<file path="src/rtl/edge_arb_pkg.sv">
// Shared definitions for the edge event arbiter: controller state encoding and channel limits.
package edge_arb_pkg;

  typedef enum logic {
    IDLE  = 1'b0,
    GRANT = 1'b1
  } arb_state_e;

  localparam int N_MAX = 16;

endpackage

</file>
<file path="src/rtl/edge_detect.sv">
// One-bit Mealy rising-edge detector; e is combinational from w and the previous sample.
module edge_detect (
  input  logic clk,
  input  logic reset,
  input  logic w,
  output logic e
);

  logic prev_q;

  always_ff @(posedge clk) begin
    if (reset) prev_q <= 1'b0;
    else       prev_q <= w;
  end

  assign e = w & ~prev_q;

endmodule

</file>
<file path="src/rtl/edge_event_arbiter.sv">
// Latches rising edges from N level inputs and serves them one at a time to a single
// consumer through a round-robin grant/ack handshake with sticky overrun flags.
module edge_event_arbiter
  import edge_arb_pkg::*;
#(
  parameter  int N    = 4,
  localparam int ID_W = $clog2(N)
) (
  input  logic            clk,
  input  logic            reset,
  input  logic [N-1:0]    w,
  input  logic            ack,
  input  logic            clr_ovr,
  output logic            grant_valid,
  output logic [N-1:0]    grant,
  output logic [ID_W-1:0] grant_id,
  output logic [N-1:0]    pending,
  output logic [N-1:0]    overrun
);

  arb_state_e      state_q, state_d;
  logic [N-1:0]    pending_q, pending_d;
  logic [N-1:0]    overrun_q, overrun_d;
  logic [N-1:0]    grant_q, grant_d;
  logic [ID_W-1:0] grant_id_q, grant_id_d;
  logic            grant_valid_q, grant_valid_d;
  logic [ID_W-1:0] ptr_q, ptr_d;
  logic [N-1:0]    edge_s;
  logic [N-1:0]    clr_s;
  logic [ID_W-1:0] pick_s;

  generate
    for (genvar gi = 0; gi < N; gi++) begin : g_edge
      edge_detect u_edge_detect (
        .clk   (clk),
        .reset (reset),
        .w     (w[gi]),
        .e     (edge_s[gi])
      );
    end
  endgenerate

  // First requester at or after start, wrapping modulo N.
  function automatic logic [ID_W-1:0] rr_pick(input logic [N-1:0] req,
                                               input logic [ID_W-1:0] start);
    logic [ID_W-1:0] pick;
    logic            found;
    int              idx;
    pick  = '0;
    found = 1'b0;
    for (int k = 0; k < N; k++) begin
      idx = (int'(start) + k) % N;
      if (!found && req[idx]) begin
        pick  = idx[ID_W-1:0];
        found = 1'b1;
      end
    end
    return pick;
  endfunction

  assign clr_s  = (state_q == GRANT && ack) ? grant_q : '0;
  assign pick_s = rr_pick(pending_q, ptr_q);

  // A fresh edge always re-arms pending; it only counts as overrun if it was not just served.
  always_comb begin
    pending_d = edge_s | (pending_q & ~clr_s);
    overrun_d = (overrun_q & ~{N{clr_ovr}}) | (edge_s & pending_q & ~clr_s);
  end

  always_comb begin
    state_d       = state_q;
    grant_d       = grant_q;
    grant_id_d    = grant_id_q;
    grant_valid_d = grant_valid_q;
    ptr_d         = ptr_q;
    case (state_q)
      IDLE: begin
        if (|pending_q) begin
          grant_d       = {{(N-1){1'b0}}, 1'b1} << pick_s;
          grant_id_d    = pick_s;
          grant_valid_d = 1'b1;
          state_d       = GRANT;
        end
      end
      GRANT: begin
        if (ack) begin
          grant_d       = '0;
          grant_id_d    = '0;
          grant_valid_d = 1'b0;
          ptr_d         = (grant_id_q == ID_W'(N-1)) ? '0 : grant_id_q + 1'b1;
          state_d       = IDLE;
        end
      end
      default: state_d = IDLE;
    endcase
  end

  always_ff @(posedge clk) begin
    if (reset) begin
      state_q       <= IDLE;
      pending_q     <= '0;
      overrun_q     <= '0;
      grant_q       <= '0;
      grant_id_q    <= '0;
      grant_valid_q <= 1'b0;
      ptr_q         <= '0;
    end else begin
      state_q       <= state_d;
      pending_q     <= pending_d;
      overrun_q     <= overrun_d;
      grant_q       <= grant_d;
      grant_id_q    <= grant_id_d;
      grant_valid_q <= grant_valid_d;
      ptr_q         <= ptr_d;
    end
  end

  assign grant_valid = grant_valid_q;
  assign grant       = grant_q;
  assign grant_id    = grant_id_q;
  assign pending     = pending_q;
  assign overrun     = overrun_q;

endmodule

</file>
<file path="config.mk">
export PLATFORM = sky130hd
export DESIGN_NAME = edge_event_arbiter
export DESIGN_NICKNAME = d
export VERILOG_FILES = /design/src/rtl/edge_arb_pkg.sv /design/src/rtl/edge_detect.sv /design/src/rtl/edge_event_arbiter.sv
export SDC_FILE = /design/constraint.sdc
export NUM_CORES = 1
export LEC_CHECK = 0
export BUFFER_PORTS_ARGS = -buffer_cell sky130_fd_sc_hd__buf_2
export CORE_AREA = 2 2 49 51
export DETAILED_ROUTE_END_ITERATION = 8
export DIE_AREA = 0 0 51 53
export PLACE_DENSITY = 0.65
export REMOVE_ABC_BUFFERS = 1
export SLEW_MARGIN = 25
export SYNTH_ARGS = -nofsm -noshare
export SYNTH_HDL_FRONTEND = slang
export SYNTH_SLANG_ARGS = --single-unit
</file>
<file path="constraint.sdc">
create_clock -name clk -period 1.4 [get_ports clk]
set_clock_uncertainty 0.1 [all_clocks]
set_input_delay 0.21 -clock clk [delete_from_list [all_inputs] [get_ports clk]]
set_output_delay 0.21 -clock clk [all_outputs]
set_load 0.03 [all_outputs]
</file>
==> flow_summary.ini, run 1 <==
[global_routing]
grt_max_degree = 15
antenna_found_initial = 0
grt_first_pass_wirelength_um = 3710
grt_overflow = 0
grt_pass1_vias = 795
track_usage_pct = 18.8

[worst_setup_path]
crit_type = reg -> reg
crit_required_ps = 1510
timing.rr.start = pending[0]
endpoint_kind = register
rrSetupSlack_ps = -30
crit_path_max_fanout = 6
start_kind = register
cp.arrival_ps = 1540
r2r-end = grant[3]
worstRegToRegCells = 5

[place]
placed_area_um2 = 1110
post-place-ws_ps = -40.4
dp.cells = 155
dp_hpwl_um = 1550
io_buffers = 22
place_congestion = 0.865

[route]
route.vias.total = 839
antenna_left = 0
routed_wl_um = 2100
viasPerCell = 5.24
routedWlPerCell_um = 13.1
drtIter0Drc = 10
drcViolationCount = 0
first_pass_iters = 4

[power]
p_switching_mw = 0.437
leakage_nw = 0.533
p_per_area_nw_per_um2 = 1250
ir_drop_mv = 0.839
seqPwrFrac_pct = 45.9
power_mw = 1.54
power.internal_mw = 1.10
netSwitchingFraction_pct = 28.3
combPwrFrac_pct = 22.5
clkPwrFrac_pct = 31.6

[timing]
hold_viol_final = 0
maxSlewHeadroom_pct = 79.5
rsz0062_at_grt = yes
worst_pin_slew_ps = 307
whs_ps = 19.5
setup_tns_ps = -27.0
period_share_pct = 102
final.min_clock_period_ps = 1430
setup_violations = 1
slew_violations = 0
layout_setup_ws_ps = -27.0
fmaxAchievable_mhz = 701

[floorplanning]
initial_utilization_pct = 42.7
die_area_um2 = 2700
fp.coreArea_um2 = 2150
die_y_um = 53
rows = 17
io_pins = 23
die_w_um = 51

[yosys]
yosys.area.top_type = dfxtp_1
syn-instance-count = 101
synthArstFlopShare_pct = 0
synth.avg_cell_area_um2 = 9.09
syn_area_um2 = 918
yosysTopAreaCellShare_pct = 48.0
ys_seq_area_share_pct = 48.0
synth-edff-count = 0
synthTopCellsByCount = dfxtp_1 (22), nor2_1 (13), a21oi_1 (10), nand2_1 (8), nor2b_1 (8)
ys_seq_elements = 22
yosys_warnings = 0
yosysMostFrequentCell = dfxtp_1
synthDistinctLibCells = 31
synthTopCellsByArea = dfxtp_1 (48%), a21oi_1 (5.4%), nor2b_1 (5.4%)
ys.flop_type = dfxtp_1

[finish]
fillCellCount = 197
antenna_cells = 0
fin_cells = 160
final_util_pct = 57.3
fin_nets = 142
drive_gt1_share_pct = 40.2
fin_area_um2 = 1230
multi_input_area_um2 = 473
register_area_um2 = 449
area_growth_pct = 34.1

[clock_network]
cts_tree = done
clk_path_buf_depth = 2
cts-buffers-inserted = 3
clkTransAtPathRegs_ps = 130
cts.sinks = 22
clockRootBuffer = clkbuf_4
worstSkewPairLatency_ps = 310
h-tree-depth = 1

[status]
violations = negative setup slack
outcome = finished, violations left

[run]
drv_cap = 0

[worst_hold_path]
holdPathEnd = g_edge[1].u_edge_detect.prev_q
hp-class = in -> reg
hold_depth = 2
hold_start = w[1]
[per-layer routing]
metal,track usage (%),share of wire [%],up-vias
li1,-,-,422
met1,23.6,47,393
met2,30.7,48,22
met3,5.08,4.5,2
met4,6.76,0.67,0
met5,0,0,-
[worst max path at each step]
stage,startpoint,to,cells past startpoint
after floorplan,pending[0],grant[1],4
after global placement,ptr_q[1],grant[1],4
after detailed placement,ptr_q[1],grant[1],4
after CTS,pending[0],grant[0],5
after global routing,pending[1],grant[1],4
final,pending[0],grant[3],5
[layout by cell type, fill, tap and decap left out, types with 3 or more instances in the layout]
cell type / Yosys / routed
nand2_1: 8 / 8
clkbuf_4: 0 / 3
nor3b_1: 3 / 3
a21oi_1: 10 / 8
dfxtp_1: 22 / 17
nor2b_1: 8 / 8
inv_1: 3 / 3
nor2_1: 13 / 12
a32oi_1: 4 / 4
buf_4: 0 / 11
dfxtp_2: 0 / 4
buf_2: 2 / 21
[power by group through the flow]
stage                     registers (mW)  logic, mW  clock network, mW
after detailed placement           0.716      0.314                  0
after global placement             0.715      0.307                  0
after global routing               0.716      0.377              0.526
after floorplan                    0.784      0.117                  0
after CTS                          0.704      0.334              0.492
final                              0.708      0.347              0.487
[flip-flops by register name (all words and copies together), names as in the netlist]
register and count:
grant_id 2, state_q 1, ptr_q 2, grant_valid 1, g_edge.u_edge_detect.prev_q 4, overrun 4
grant 4, pending 4
[kinds of logic after synthesis]
family                     count (synthesis)  synth area share (%)
adders and majority gates                  1                  1.36
AOI/OAI and AO/OA                         24                  18.5
muxes                                      1                  1.09
buffers and inverters                     10                  5.31
DFF                                       22                  48.0
and+or+nand+nor                           43                  25.8
[repair_timing]
action / 4_1_cts / 5_1_grt
gates cloned: 0 / 0
buffers inserted: 1 / 0
endpoints found under the setup margin: 6 / 17
resized for setup: 9 / 9
pin swaps: 1 / 2
hold buffers: 0 / 0
[worst max-delay path: stages, from the launching register on]
cell and delay, ps:
dfxtp_2 380, buf_6 130, a21oi_2 50, o21a_1 190, o22a_1 230, a32o_1 240
[layout make-up]
cell class	instances	share of cell area (%)
clock inverter	1	2.44
sequential	22	36.5
multi-input combinational	69	38.4
tap	28	2.85
clock buffer	3	1.83
inverter	3	0.915
timing repair buffer	34	17.1
(Power assumes the default switching activity.)
==> run 2: changes to the inputs <==
--- a/config.mk
+++ b/config.mk
@@ -6,10 +6,11 @@
 export NUM_CORES = 1
 export LEC_CHECK = 0
 export BUFFER_PORTS_ARGS = -buffer_cell sky130_fd_sc_hd__buf_2
-export CORE_AREA = 2 2 49 51
+export CORE_AREA = 2 2 47 49
+export CTS_BUF_LIST = sky130_fd_sc_hd__clkbuf_4
 export DETAILED_ROUTE_END_ITERATION = 8
-export DIE_AREA = 0 0 51 53
-export PLACE_DENSITY = 0.65
+export DIE_AREA = 0 0 49 51
+export PLACE_DENSITY = 0.7
 export REMOVE_ABC_BUFFERS = 1
 export SLEW_MARGIN = 25
 export SYNTH_ARGS = -nofsm -noshare
==> flow_summary.ini, run 2 (same netlist as run 1, synthesis figures left out) <==
[floorplanning]
die_y_um = 51
die_w_um = 49
fp.coreArea_um2 = 2060
io_pins = 23
initial_utilization_pct = 44.5
rows = 17
die_area_um2 = 2500

[worst_setup_path]
rrSetupSlack_ps = 8
cp.arrival_ps = 1550
crit_required_ps = 1550
timing.rr.start = pending[0]
crit_type = reg -> reg
crit_path_max_fanout = 5
endpoint_kind = register
start_kind = register
startpoint = pending[0]

[global_routing]
grt_max_degree = 26
antenna_found_initial = 0
grt_pass1_vias = 757
grt_overflow = 0
track_usage_pct = 16.1
grt_first_pass_wirelength_um = 3080

[place]
place_congestion = 0.855
dp.cells = 153
dp_hpwl_um = 1380
io_buffers = 22

[finish]
fin_nets = 139
area_growth_pct = 24.9
multi_input_area_um2 = 447
final_common_cell = buf_2
antenna_cells = 0
fillCellCount = 207
drive_gt1_share_pct = 34.9
fin_cells = 157
register_area_um2 = 447
final_cell_mix = buf_2 (22), dfxtp_1 (17), nor2_1 (13), a21oi_1 (9)

[power]
seqPwrFrac_pct = 54.2
power.internal_mw = 0.902
ir_drop_mv = 0.707
leakage_nw = 0.495
netSwitchingFraction_pct = 31.2
combPwrFrac_pct = 23.6
p_per_area_nw_per_um2 = 1140
clkPwrFrac_pct = 22.2
p_switching_mw = 0.408

[route]
viasPerCell = 5.15
route.vias.total = 808
routedWlPerCell_um = 12.3
first_pass_iters = 4
drcViolationCount = 0
routed_wl_um = 1930
antenna_left = 0
drtIter0Drc = 15

[clock_network]
cts.sinks = 22
postCtsSetupBuffers = 0
cts-buffers-inserted = 3
worstSkewPairLatency_ps = 300
clk_path_buf_depth = 2
cts_tree = done
clockRootBuffer = clkbuf_4
h-tree-depth = 1
clkTransAtPathRegs_ps = 120

[timing]
period_share_pct = 99.4
hold_viol_final = 0
worst_pin_slew_ps = 447
slew_violations = 0
rsz0062_at_grt = yes
maxSlewHeadroom_pct = 70.2
setup_violations = 0
final.min_clock_period_ps = 1390
setup_tns_ps = 0
fmaxAchievable_mhz = 718

[worst_hold_path]
hold_start = w[1]
hp-class = in -> reg

[status]
outcome = finished clean

[run]
drv_cap = 0
==> run 2: cell types whose count changed in the layout (fill, tap and decap cells not counted), sizes merged <==
cell / change
bufinv: -1
buf: -3
clkinv: +1
==> run 2: layer usage <==
metal / share of wire [%] / GRT usage (%)
met1: 47 / 18.0
met2: 49 / 29.2
met3: 3.7 / 2.92
met4: 0.52 / 8.57
met5: 0 / 0
==> run 2: worst paths after layout <==
check	to	cells past startpoint
worst max register to register	grant[1]	5
worst min register to register	overrun[2]	2
worst min-delay path	g_edge[1].u_edge_detect.prev_q	2
worst max-delay path	grant[1]	5
==> run 2: timing repair <==
item | in CTS | in global routing
hold buffers | 0 | 0
gates resized for setup | 2 | 9
cloned | 0 | 0
pin swaps | 1 | 3
endpoints found under the setup margin | 3 | 15
==> run 2: metrics by stage <==
stage	instance area, um^2	hold slack, ps	util, %	setup WS (ps)	total power, mW
after floorplan	881	179	-	-225	0.900
after CTS	1120	17.5	54.5	5.81	1.30
after detailed placement	1090	340	53.0	-58.9	1.01
final	1150	21.1	55.6	8.19	1.31
after global routing	1150	14.4	55.6	-45.9	1.37
after global placement	1090	333	53.0	-17.7	1.01
==> run 2: critical path: stages, from the launching register on <==
cell	delay [ps]
dfxtp_2	370
buf_4	150
mux2i_1	140
nor2_1	70
nor3_2	310
a32o_1	210
==> run 2: power groups by stage <==
stage / Clock (mW) / Sequential [mW] / Combinational, mW
detailed placement: 0 / 0.717 / 0.297
global placement: 0 / 0.715 / 0.295
CTS: 0.298 / 0.703 / 0.303
finish: 0.291 / 0.710 / 0.310
global route: 0.317 / 0.716 / 0.338
floorplan: 0 / 0.784 / 0.117
==> run 2: final cells by class <==
class / count / area share (%)
sequential: 22 / 38.9
multi-input combinational: 69 / 38.9
timing repair buffer: 31 / 15.8
tap: 28 / 3.05
clock buffer: 3 / 1.96
inverter: 3 / 0.981
clock inverter: 1 / 0.327
==> run 3: changes to the inputs <==
==> constraint.sdc (replaced) <==
create_clock -name clk -period 1.4 [get_ports clk]
set_clock_uncertainty 0.1 [all_clocks]
set_input_delay 0.21 -clock clk [delete_from_list [all_inputs] [get_ports clk]]
set_output_delay 0.21 -clock clk [all_outputs]
set_load 0.02 [all_outputs]
==> flow_summary.ini, run 3 (same netlist as run 1, synthesis figures left out) <==
[route]
antenna_left = 0
route.vias.total = 836
first_pass_iters = 4
routed_wl_um = 2050
drtIter0Drc = 23
viasPerCell = 5.19
routedWlPerCell_um = 12.7
drcViolationCount = 0

[place]
place_congestion = 0.855
io_buffers = 22
dp_hpwl_um = 1380

[finish]
drive_gt1_share_pct = 39.1
antenna_cells = 0
area_growth_pct = 33.0
final_cell_mix = buf_2 (20), dfxtp_1 (17), nor2_1 (13), buf_4 (11)
fillCellCount = 197
final_common_cell = buf_2
fin_nets = 143

[status]
violations = negative setup slack
outcome = finished, violations left

[clock_network]
cts-buffers-inserted = 3
worstSkewPairLatency_ps = 300
clk_path_buf_depth = 2
cts.sinks = 22
clkTransAtPathRegs_ps = 120
h-tree-depth = 1
clockRootBuffer = clkbuf_4
cts_tree = done

[floorplanning]
io_pins = 23
die_area_um2 = 2500
die_y_um = 51
initial_utilization_pct = 44.5
fp.coreArea_um2 = 2060
die_w_um = 49
rows = 17

[worst_setup_path]
crit_type = reg -> reg
crit_required_ps = 1550
start_kind = register
endpoint_kind = register
crit_path_max_fanout = 5
cp.arrival_ps = 1600

[timing]
hold_viol_final = 0
layout_setup_ws_ps = -45.8
period_share_pct = 103
final.min_clock_period_ps = 1450
setup_tns_ps = -151
worst_pin_slew_ps = 465
setup_violations = 5
maxSlewHeadroom_pct = 69.0
fmaxAchievable_mhz = 692
slew_violations = 0
rsz0062_at_grt = yes

[global_routing]
track_usage_pct = 16.1
grt_first_pass_wirelength_um = 3080
grt_max_degree = 26
grt_overflow = 0
grt_pass1_vias = 757
antenna_found_initial = 0

[power]
ir_drop_mv = 0.636
power_mw = 1.32
leakage_nw = 0.529
p_per_area_nw_per_um2 = 1080

[worst_hold_path]
hp-class = in -> reg

[run]
drv_cap = 0
[run 3: changes by cell type in the layout (fill, tap and decap cells not counted)]
cell / previous run / this run
a21oi_1: 9 / 8
a21oi_2: 1 / 2
buf_2: 22 / 20
buf_4: 8 / 11
buf_6: 1 / 4
dfxtp_2: 5 / 4
dfxtp_4: 0 / 1
nor3_2: 1 / 0
nor3_4: 0 / 1
o41ai_1: 2 / 0
o41ai_2: 0 / 2
[run 3: report_power, final]
part,total [mW],internal (mW),switching [mW]
clock network,0.289,0.104,0.185
registers,0.710,0.672,0.0378
logic,0.322,0.147,0.175
total,1.32,0.923,0.398
[run 3: final cells by class]
| class | instances | area (um^2) | share of cell area [%] |
|---|---|---|---|
| multi-input cells | 69 | 472 | 38.6 |
| clock inverters | 1 | 3.75 | 0.307 |
| inverters | 3 | 11.3 | 0.922 |
| repair buffers | 35 | 228 | 18.6 |
| clock buffers | 3 | 22.5 | 1.84 |
| flip-flops and latches | 22 | 449 | 36.8 |
| well taps | 28 | 35.0 | 2.87 |
[run 3: final timing paths]
check              start                              to  slack, ps  cells after the start
min                 w[1]  g_edge[1].u_edge_detect.prev_q         20                      2
min reg2reg  grant_valid                     grant_valid        400                      2
max           pending[0]                        grant[3]        -50                      5
max reg2reg   pending[0]                        grant[3]        -50                      5
[run 3: critical path, stage by stage, from the launching register on]
cell and delay (ps):
dfxtp_4 380, buf_6 120, mux2i_1 170, nor2_1 100
nor3_4 320, a32o_1 210
[run 3: per-layer routing]
metal | wire, um | up-vias | global-route usage [%]
met5 | 0 | - | 0
met2 | 1030 | 26 | 29.2
met3 | 98 | 2 | 2.92
met1 | 906 | 386 | 18.0
met4 | 10 | 0 | 8.57
li1 | - | 422 | -
[run 3: metrics by stage]
stage	cell area, um^2	instances	util [%]	setup WS, ps	hold WS [ps]
2_1_floorplan	881	94	-	-177	179
3_3_place_gp	1090	153	53.0	-17.7	333
3_5_place_dp	1090	153	53.0	-58.9	340
4_1_cts	1120	157	54.5	5.81	17.5
5_1_grt	1220	161	59.2	-105	14.4
6_report	1220	161	59.2	-45.8	22.7
[run 3: what timing repair did]
item / CTS / global route
hold endpoints to repair: 0 / 0
resized for setup: 2 / 19
hold buffers: 0 / 0
pin swaps: 1 / 9
setup buffers: 0 / 5
setup endpoints to repair: 3 / 14
